$ cat src/rtl/pkg_graybin.sv
// rtl/pkg_graybin.sv - Gray/binary pointer helpers shared by the FIFO read controller
// Purpose : default FIFO depth, pointer/address typedefs and the b2g / g2b
//           conversions. The conversions work on a 32-bit zero-extended value,
//           so any pointer up to 32 bits can be cast in and truncated out.
// Ports   : none (package)
package pkg_graybin;

  localparam int DEPTH = 16;

  typedef logic [$clog2(DEPTH):0]   ptr_t;
  typedef logic [$clog2(DEPTH)-1:0] addr_t;

  function automatic logic [31:0] b2g(input logic [31:0] b);
    return b ^ (b >> 1);
  endfunction

  // Each binary bit is the XOR of all Gray bits at or above it.
  function automatic logic [31:0] g2b(input logic [31:0] g);
    logic [31:0] b;
    b[31] = g[31];
    for (int i = 30; i >= 0; i--) begin
      b[i] = b[i+1] ^ g[i];
    end
    return b;
  endfunction

endpackage

$ cat src/rtl/fifo_fwft_stage.sv
// rtl/fifo_fwft_stage.sv - first-word-fall-through output register for the FIFO read side
// Purpose : holds one word in front of the RAM so the consumer sees data
//           without asking for it first.
// Ports   : clk, rst          clock and synchronous active-high reset
//           load              RAM pop this cycle, capture din
//           consume           consumer read request
//           din               RAM read data
//           dout/dout_valid   held word and its valid flag
//           valid_next        dout_valid value after this edge
module fifo_fwft_stage #(
  parameter int WIDTH = 8
) (
  input  logic             clk,
  input  logic             rst,
  input  logic             load,
  input  logic             consume,
  input  logic [WIDTH-1:0] din,
  output logic [WIDTH-1:0] dout,
  output logic             dout_valid,
  output logic             valid_next
);

  logic [WIDTH-1:0] dout_q, dout_d;
  logic             dout_valid_q, dout_valid_d;

  // A load always wins: it refills the register in the same cycle the
  // consumer drains it, so back-to-back reads stream without bubbles.
  always_comb begin
    dout_d       = dout_q;
    dout_valid_d = dout_valid_q;
    if (load) begin
      dout_d       = din;
      dout_valid_d = 1'b1;
    end else if (consume) begin
      dout_valid_d = 1'b0;
    end
  end

  always_ff @(posedge clk) begin
    if (rst) begin
      dout_q       <= '0;
      dout_valid_q <= 1'b0;
    end else begin
      dout_q       <= dout_d;
      dout_valid_q <= dout_valid_d;
    end
  end

  assign dout       = dout_q;
  assign dout_valid = dout_valid_q;
  assign valid_next = dout_valid_d;

endmodule

$ cat src/rtl/fifo_rd_ctrl.sv
// rtl/fifo_rd_ctrl.sv - read-domain controller of the async FIFO
// Purpose : read pointer (binary + Gray), RAM read address, registered
//           occupancy / empty / almost-empty flags and sticky underflow.
//           Define FIFO_RD_FWFT_EN to add the first-word-fall-through stage.
// Ports   : rclk, rrst        read clock, synchronous active-high reset
//           rden              consumer read request
//           q2_wptr           synchronised Gray write pointer
//           mem_rdata         RAM data at raddr (combinational read)
//           rdptr             registered Gray read pointer to the write side
//           raddr             RAM read address
//           rd_empty, rd_almost_empty, rd_count, rd_underflow   status
//           dout, dout_valid  consumer data
module fifo_rd_ctrl #(
  parameter  int DEPTH = 16,
  parameter  int WIDTH = 8,
  parameter  int AE_TH = 2,
  localparam int AW    = $clog2(DEPTH)
) (
  input  logic             rclk,
  input  logic             rrst,
  input  logic             rden,
  input  logic [AW:0]      q2_wptr,
  input  logic [WIDTH-1:0] mem_rdata,
  output logic [AW:0]      rdptr,
  output logic [AW-1:0]    raddr,
  output logic             rd_empty,
  output logic             rd_almost_empty,
  output logic [AW:0]      rd_count,
  output logic             rd_underflow,
  output logic [WIDTH-1:0] dout,
  output logic             dout_valid
);

  import pkg_graybin::*;

  localparam logic [AW:0] AE_TH_W = (AW+1)'(AE_TH);

  logic [AW:0] rbin_q, rbin_d;
  logic [AW:0] rdptr_q, rdptr_d;
  logic        ram_empty_q, ram_empty_d;
  logic        rd_almost_empty_q, rd_almost_empty_d;
  logic [AW:0] rd_count_q, rd_count_d;
  logic        rd_underflow_q, rd_underflow_d;

  logic [AW:0] wbin;
  logic [AW:0] ram_cnt;
  logic        ram_pop;
  logic        rd_reject;
  logic        held_next;

`ifdef FIFO_RD_FWFT_EN
  logic fwft_valid;

  // Prefetch whenever the output register is empty or being drained.
  assign ram_pop   = !ram_empty_q & (!fwft_valid | rden);
  assign rd_reject = rden & !fwft_valid;
  assign rd_empty  = !fwft_valid;
  assign dout_valid = fwft_valid;

  fifo_fwft_stage #(
    .WIDTH(WIDTH)
  ) u_fwft_stage (
    .clk        (rclk),
    .rst        (rrst),
    .load       (ram_pop),
    .consume    (rden),
    .din        (mem_rdata),
    .dout       (dout),
    .dout_valid (fwft_valid),
    .valid_next (held_next)
  );
`else
  assign ram_pop    = rden & !ram_empty_q;
  assign rd_reject  = rden & ram_empty_q;
  assign rd_empty   = ram_empty_q;
  assign dout       = mem_rdata;
  assign dout_valid = !ram_empty_q;
  assign held_next  = 1'b0;
`endif

  always_comb begin
    wbin    = (AW+1)'(g2b(32'(q2_wptr)));
    rbin_d  = rbin_q + (AW+1)'(ram_pop);
    rdptr_d = (AW+1)'(b2g(32'(rbin_d)));
    // Modulo subtraction is exact because the write side never gets more
    // than DEPTH ahead, which the extra pointer bit disambiguates.
    ram_cnt = wbin - rbin_d;
    // Comparing in Gray avoids depending on the decoded value for empty.
    ram_empty_d       = (rdptr_d == q2_wptr);
    rd_count_d        = ram_cnt + (AW+1)'(held_next);
    rd_almost_empty_d = (rd_count_d <= AE_TH_W);
    rd_underflow_d    = rd_underflow_q | rd_reject;
  end

  always_ff @(posedge rclk) begin
    if (rrst) begin
      rbin_q            <= '0;
      rdptr_q           <= '0;
      ram_empty_q       <= 1'b1;
      rd_almost_empty_q <= 1'b1;
      rd_count_q        <= '0;
      rd_underflow_q    <= 1'b0;
    end else begin
      rbin_q            <= rbin_d;
      rdptr_q           <= rdptr_d;
      ram_empty_q       <= ram_empty_d;
      rd_almost_empty_q <= rd_almost_empty_d;
      rd_count_q        <= rd_count_d;
      rd_underflow_q    <= rd_underflow_d;
    end
  end

  assign rdptr           = rdptr_q;
  assign raddr           = rbin_q[AW-1:0];
  assign rd_almost_empty = rd_almost_empty_q;
  assign rd_count        = rd_count_q;
  assign rd_underflow    = rd_underflow_q;

endmodule

$ cat config.mk
export PLATFORM = sky130hd
export DESIGN_NAME = fifo_rd_ctrl
export DESIGN_NICKNAME = d
export VERILOG_FILES = /design/src/rtl/pkg_graybin.sv /design/src/rtl/fifo_fwft_stage.sv /design/src/rtl/fifo_rd_ctrl.sv
export SDC_FILE = /design/constraint.sdc
export NUM_CORES = 1
export LEC_CHECK = 0
export ABC_AREA = 1
export CAP_MARGIN = 40
export CORE_ASPECT_RATIO = 1.1
export CORE_UTILIZATION = 30
export DETAILED_ROUTE_END_ITERATION = 7
export GPL_TIMING_DRIVEN = 0
export SYNTH_ARGS = -nofsm -noshare
export SYNTH_HDL_FRONTEND = slang
export SYNTH_HIERARCHICAL = 1
export SYNTH_SLANG_ARGS = --single-unit
$ cat constraint.sdc
create_clock -name rclk -period 5.22 [get_ports rclk]
set_input_delay 0.783 -clock rclk [delete_from_list [all_inputs] [get_ports rclk]]
set_output_delay 0.783 -clock rclk [all_outputs]
set_load 0.1 [all_outputs]
======== Word level (Yosys, flattened, before mapping) ========
Index checks and enable logic that the tools add are counted.
Widths: inputs -> output; s select.
cells by class
  magnitude comparators ................... 1
  eq/ne operators ......................... 1
  bitwise operators ....................... 8
  $add $sub $neg .......................... 2
  reduce and logical (&&, ||, !) cells .... 1
operator list
  kind                number
  $add 5x1->5         1
  $eq 5x5->1          1
  $le 5x2->1 const B  1
  $sub 5x5->5         1
  $xor 5x4->5         1
  $xor 1x1->1         4
  $and 1x1->1         2
  $logic_not 1->1     1
  $or 1x1->1          1
storage, ports and cells
  word-level logic and storage cells ...... 19
  bits of input ports ..................... 16
  output and inout bits ................... 26
  register bits ........................... 18

======== Longest topological paths before layout ========
  word-level depth ........................ 6
  mapped depth ............................ 17
  gate-level depth less buffers ........... 17

======== Least setup slack after synthesis ========
OpenSTA, ideal clock, no wires.
  path kind ............................... input port to flip-flop
  start ................................... input port q2_wptr[3]
  end ..................................... register rd_almost_empty_q (netlist: rd_almost_empty)
  data required time ...................... 5111 ps
  library setup time ...................... 109 ps
  setup slack ............................. 2524 ps
  path buffers ............................ 0
  arrival ................................. 2587 ps
  stages on the path ...................... 17
  cell sequence ........................... inv_1 nand2_1 nand3_1 nand2_1 xor2_1 xor2_1 ha_1 inv_1 fa_1 nand2_1 inv_1 nand3_1 nand2_1 nand2_1 nand3_1 nand2_1 inv_1
on the way
  longest elaborated chain between the ends .. 6
ends and longest elaborated chain
  element                   RTL line             source
  start, declared           fifo_rd_ctrl.sv:22   input logic [AW:0] q2_wptr,
  $xor 1x1->1 (*)           pkg_graybin.sv:22    b[i] = b[i+1] ^ g[i];
  $xor 1x1->1 (3 in a row)  pkg_graybin.sv:22
  $sub 5x5->5 (*)           fifo_rd_ctrl.sv:87   ram_cnt = wbin - rbin_d;
  $le 5x2->1 (*)            fifo_rd_ctrl.sv:91   rd_almost_empty_d = (rd_count_d <= AE_TH_W);
  end signal, assigned      fifo_rd_ctrl.sv:107  rd_almost_empty_q <= rd_almost_empty_d;
  end, declared             fifo_rd_ctrl.sv:41   logic rd_almost_empty_q, rd_almost_empty_d;
Mark *: on every way between the ends. The rest lies on a longest branch, timed or not.
A chain may end at the register's enable or synchronous reset.

======== Worst setup path in the final report ========
  start ................................... input port q2_wptr[4]
  end ..................................... register rd_almost_empty_q (netlist: rd_almost_empty)
on the way
  longest elaborated chain between the ends .. 6
ends and longest elaborated chain
  element                   RTL line
  $xor 1x1->1 (4 in a row)  pkg_graybin.sv:22
  $sub 5x5->5 (*)           fifo_rd_ctrl.sv:87
  $le 5x2->1 (*)            fifo_rd_ctrl.sv:91
Marked as above.

==> run_results.csv <==
group,metric,value,unit
sta,worst_clock_skew,12.5,ps
global_routing,grt.total_usage,15.4,%
critical_path,crit_family,"simple AND/OR/NAND/NOR gates",
power_and_ir_drop,power.internal,0.263,mW
placed_design,port_buffers,33,
sta,min_period,3160,ps
placed_design,post-place-ws,1710,ps
synthesis,synth_fp_nets,182,
synthesis,synth_top_area_share,32.5,%
global_routing,grt_pass1_wl,4.44,mm
routing,dr_wl_met2,1.20,mm
routing,drt_iter0_markers,26,
die,ios,42,
critical_path,path_max_fanout,4,
routing,drt-total-wl,2.37,mm
cells_and_area,drive_above_1_share,22.1,%
critical_path,r2r_cells,14,
critical_path,path_depth,18,
die,num_rows,22,
routing,drcViolationCount,0,
placed_design,place_inst,266,
sta,post-route-period-util,60.5,%
power_and_ir_drop,ir_worst_vdd,0.134,mV
hold_path,holdPathStages,2,
clock_network,post-cts-setup-buffer-count,0,
sta,worst_pin_slew,443,ps
cells_and_area,fillers,302,
power_and_ir_drop,p_switching,0.210,mW
global_routing,first_global_vias,1152,
die,dieArea,0.00374,mm2
clock_network,cts-root-buf,"clkbuf_4",
synthesis,yosys_warnings,6,
placed_design,hpwl,2.05,mm
routing,drtAntennaViolNets,0,
sta,fmax,317,MHz
routing,highest_layer,"met4",
critical_path,path_class,"in2reg",
clock_network,cts_sinks,17,
routing,wl_per_cell,8.77,um
sta,maxSlewViolCount,0,
routing,vias,1157,
synthesis,syn_avg_cell_area,6.59,um2
placed_design,gp_congestion,0.781,
cells_and_area,diodes,0,
synthesis,synth_cells,159,
critical_path,path_common_cell,"nand2_1",
critical_path,critPathSlowestCell,"clkdlybuf4s50_1",
clock_network,cts_buffers,3,
sta,max-slew-margin-rel,70.4,%
critical_path,cp-end-kind,"flop",
synthesis,yosysTopAreaCell,"dfxtp_1",
routing,wl_met1,981,um
power_and_ir_drop,pwr-share-seq,30.7,%
power_and_ir_drop,powerDensity,255,mW/mm2
clock_network,cts_tree,"yes",
cells_and_area,nNetsFinal,246,
clock_network,holdBufCountCts,0,
global_routing,grt_remaining_overflow,0,
critical_path,path_buf_inv,5,
synthesis,ys_ff_latch,17,
hold_path,worstHoldPathType,"reg2reg",
global_routing,antenna_found_initial,0,
cells_and_area,syn2layout_area_growth,77.1,%
sta,setup_viol,0,
routing,dr.pass1.iters,4,
routing,wl_met3,81,um
power_and_ir_drop,swShare,44.4,%
cells_and_area,fin_cells,270,
clock_network,cts.clk_slew.worst_paths,110,ps
run_status,status,"complete, no violations",
die,die_h,64.0,um
power_and_ir_drop,p_leak,0.931,nW
sta,grt_setup_unrepaired,"false",
power_and_ir_drop,comb_power_share,54.1,%
critical_path,cp.arrival,3370,ps
critical_path,critPathRequiredTime,5440,ps
cells_and_area,final_common_cell,"nand2_1",
clock_network,htreeDepth,1,
die,coreArea,0.00333,mm2
sta,finalHoldViolations,0,
global_routing,grt_max_degree,11,
synthesis,ys_types,16,
synthesis,yosysSeqAreaShare,32.5,%
clock_network,max-clock-path-buffers,2,
synthesis,syn-cell-area,0.00105,mm2
sta,finalWorstSetupSlack,2060,ps
cells_and_area,final_cell_mix,"nand2_1, clkdlybuf4s50_1, buf_8",
synthesis,synthTopCellsByArea,"dfxtp_1, nand2_1, nand3_1",
routing,routed_via_density,4.29,
die,die_w,58.4,um
power_and_ir_drop,power_frac_clock,15.2,%
critical_path,start_kind,"input pin",
clock_network,ctsResizeCount,0,
critical_path,max_stage_delay,540,ps
clock_network,clock_latency,300,ps
critical_path,path_cells,"clkdlybuf4s50_1, inv_2, nand2_1, nand3_1, nand2_1, xor2_1, xor2_1, ha_1, inv_1, fa_1, nand2_1, inv_1, nand3_1, nand2_1, nand2_1, nand3_1, nand2_1, inv_1",
sta,setup_tns,0,ps
die,start_util,31.5,%
job,drv_cap,0,
[through the flow]
step | power (mW) | utilization [%] | hold WS [ps] | cell area [um2]
CTS | 0.477 | 55.7 | 495 | 1860
floorplan | 0.311 | - | 852 | 1050
detailed placement | 0.406 | 54.9 | 464 | 1830
global route | 0.500 | 55.7 | 570 | 1860
finish | 0.473 | 55.7 | 495 | 1860
global placement | 0.355 | 43.2 | 455 | 1440
[synth_stat cells]
cell and n:
nor2_4 1, nand4_1 1, inv_2 3, nand3_2 1, fa_1 1, dfxtp_1 17
nor2_1 12, inv_1 25, nand2_1 47, ha_1 6, buf_4 8, a21oi_1 9
xor2_1 2, clkbuf_1 1, nand3_1 19, nand2_2 6
[flip-flops by register name, indices dropped and copies added (netlist names)]
| signal | flops |
|---|---|
| rd_underflow | 1 |
| rdptr | 4 |
| rbin_q | 5 |
| rd_almost_empty | 1 |
| rd_empty | 1 |
| rd_count | 5 |
[area by class of cell]
type / count / area (um2) / share of cell area (%)
clock buffers: 3 / 22.5 / 1.21
inverters: 28 / 105 / 5.66
clock inverters: 1 / 5.00 / 0.270
repair buffers: 59 / 721 / 38.8
flip-flops and latches: 17 / 340 / 18.3
multi-input cells: 105 / 539 / 29.0
well taps: 48 / 60.1 / 3.23
plain buffers: 9 / 63.8 / 3.44
[power groups by stage]
stage | registers [mW] | clock network (mW) | logic [mW]
finish | 0.145 | 0.0718 | 0.256
global placement | 0.148 | 0 | 0.207
detailed placement | 0.148 | 0 | 0.257
floorplan | 0.231 | 0 | 0.0799
global route | 0.147 | 0.0809 | 0.272
CTS | 0.145 | 0.0737 | 0.258
[worst min-delay path: stages (launching register included)]
cell and delay (ps):
dfxtp_1 350, a21oi_1 40, nor2_1 80
[metal layers]
metal,track usage [%],up-vias
met5,0,-
met4,11.0,0
met3,3.24,10
met2,27.4,34
met1,15.5,506
li1,-,607
[path summary, 6_finish.rpt]
check	slack [ps]	end	start
max	2060	rd_almost_empty$_SDFF_PP1_	q2_wptr[4]
max reg2reg	3070	rd_almost_empty$_SDFF_PP1_	rd_empty$_SDFF_PP1_
min	490	rd_underflow$_SDFF_PP0_	rd_underflow$_SDFF_PP0_
min reg2reg	490	rd_underflow$_SDFF_PP0_	rd_underflow$_SDFF_PP0_
[kinds of logic after synthesis]
| kind of cell | Yosys count | share of synthesized area [%] |
|---|---|---|
| adders and majority gates | 7 | 9.07 |
| AOI/OAI and AO/OA | 9 | 4.30 |
| and+or+nand+nor | 87 | 36.4 |
| xor gates and xnor gates | 2 | 1.67 |
| buffers and inverters | 37 | 16.1 |
| DFF | 17 | 32.5 |
Note: power is estimated with default switching activity, not from simulation.
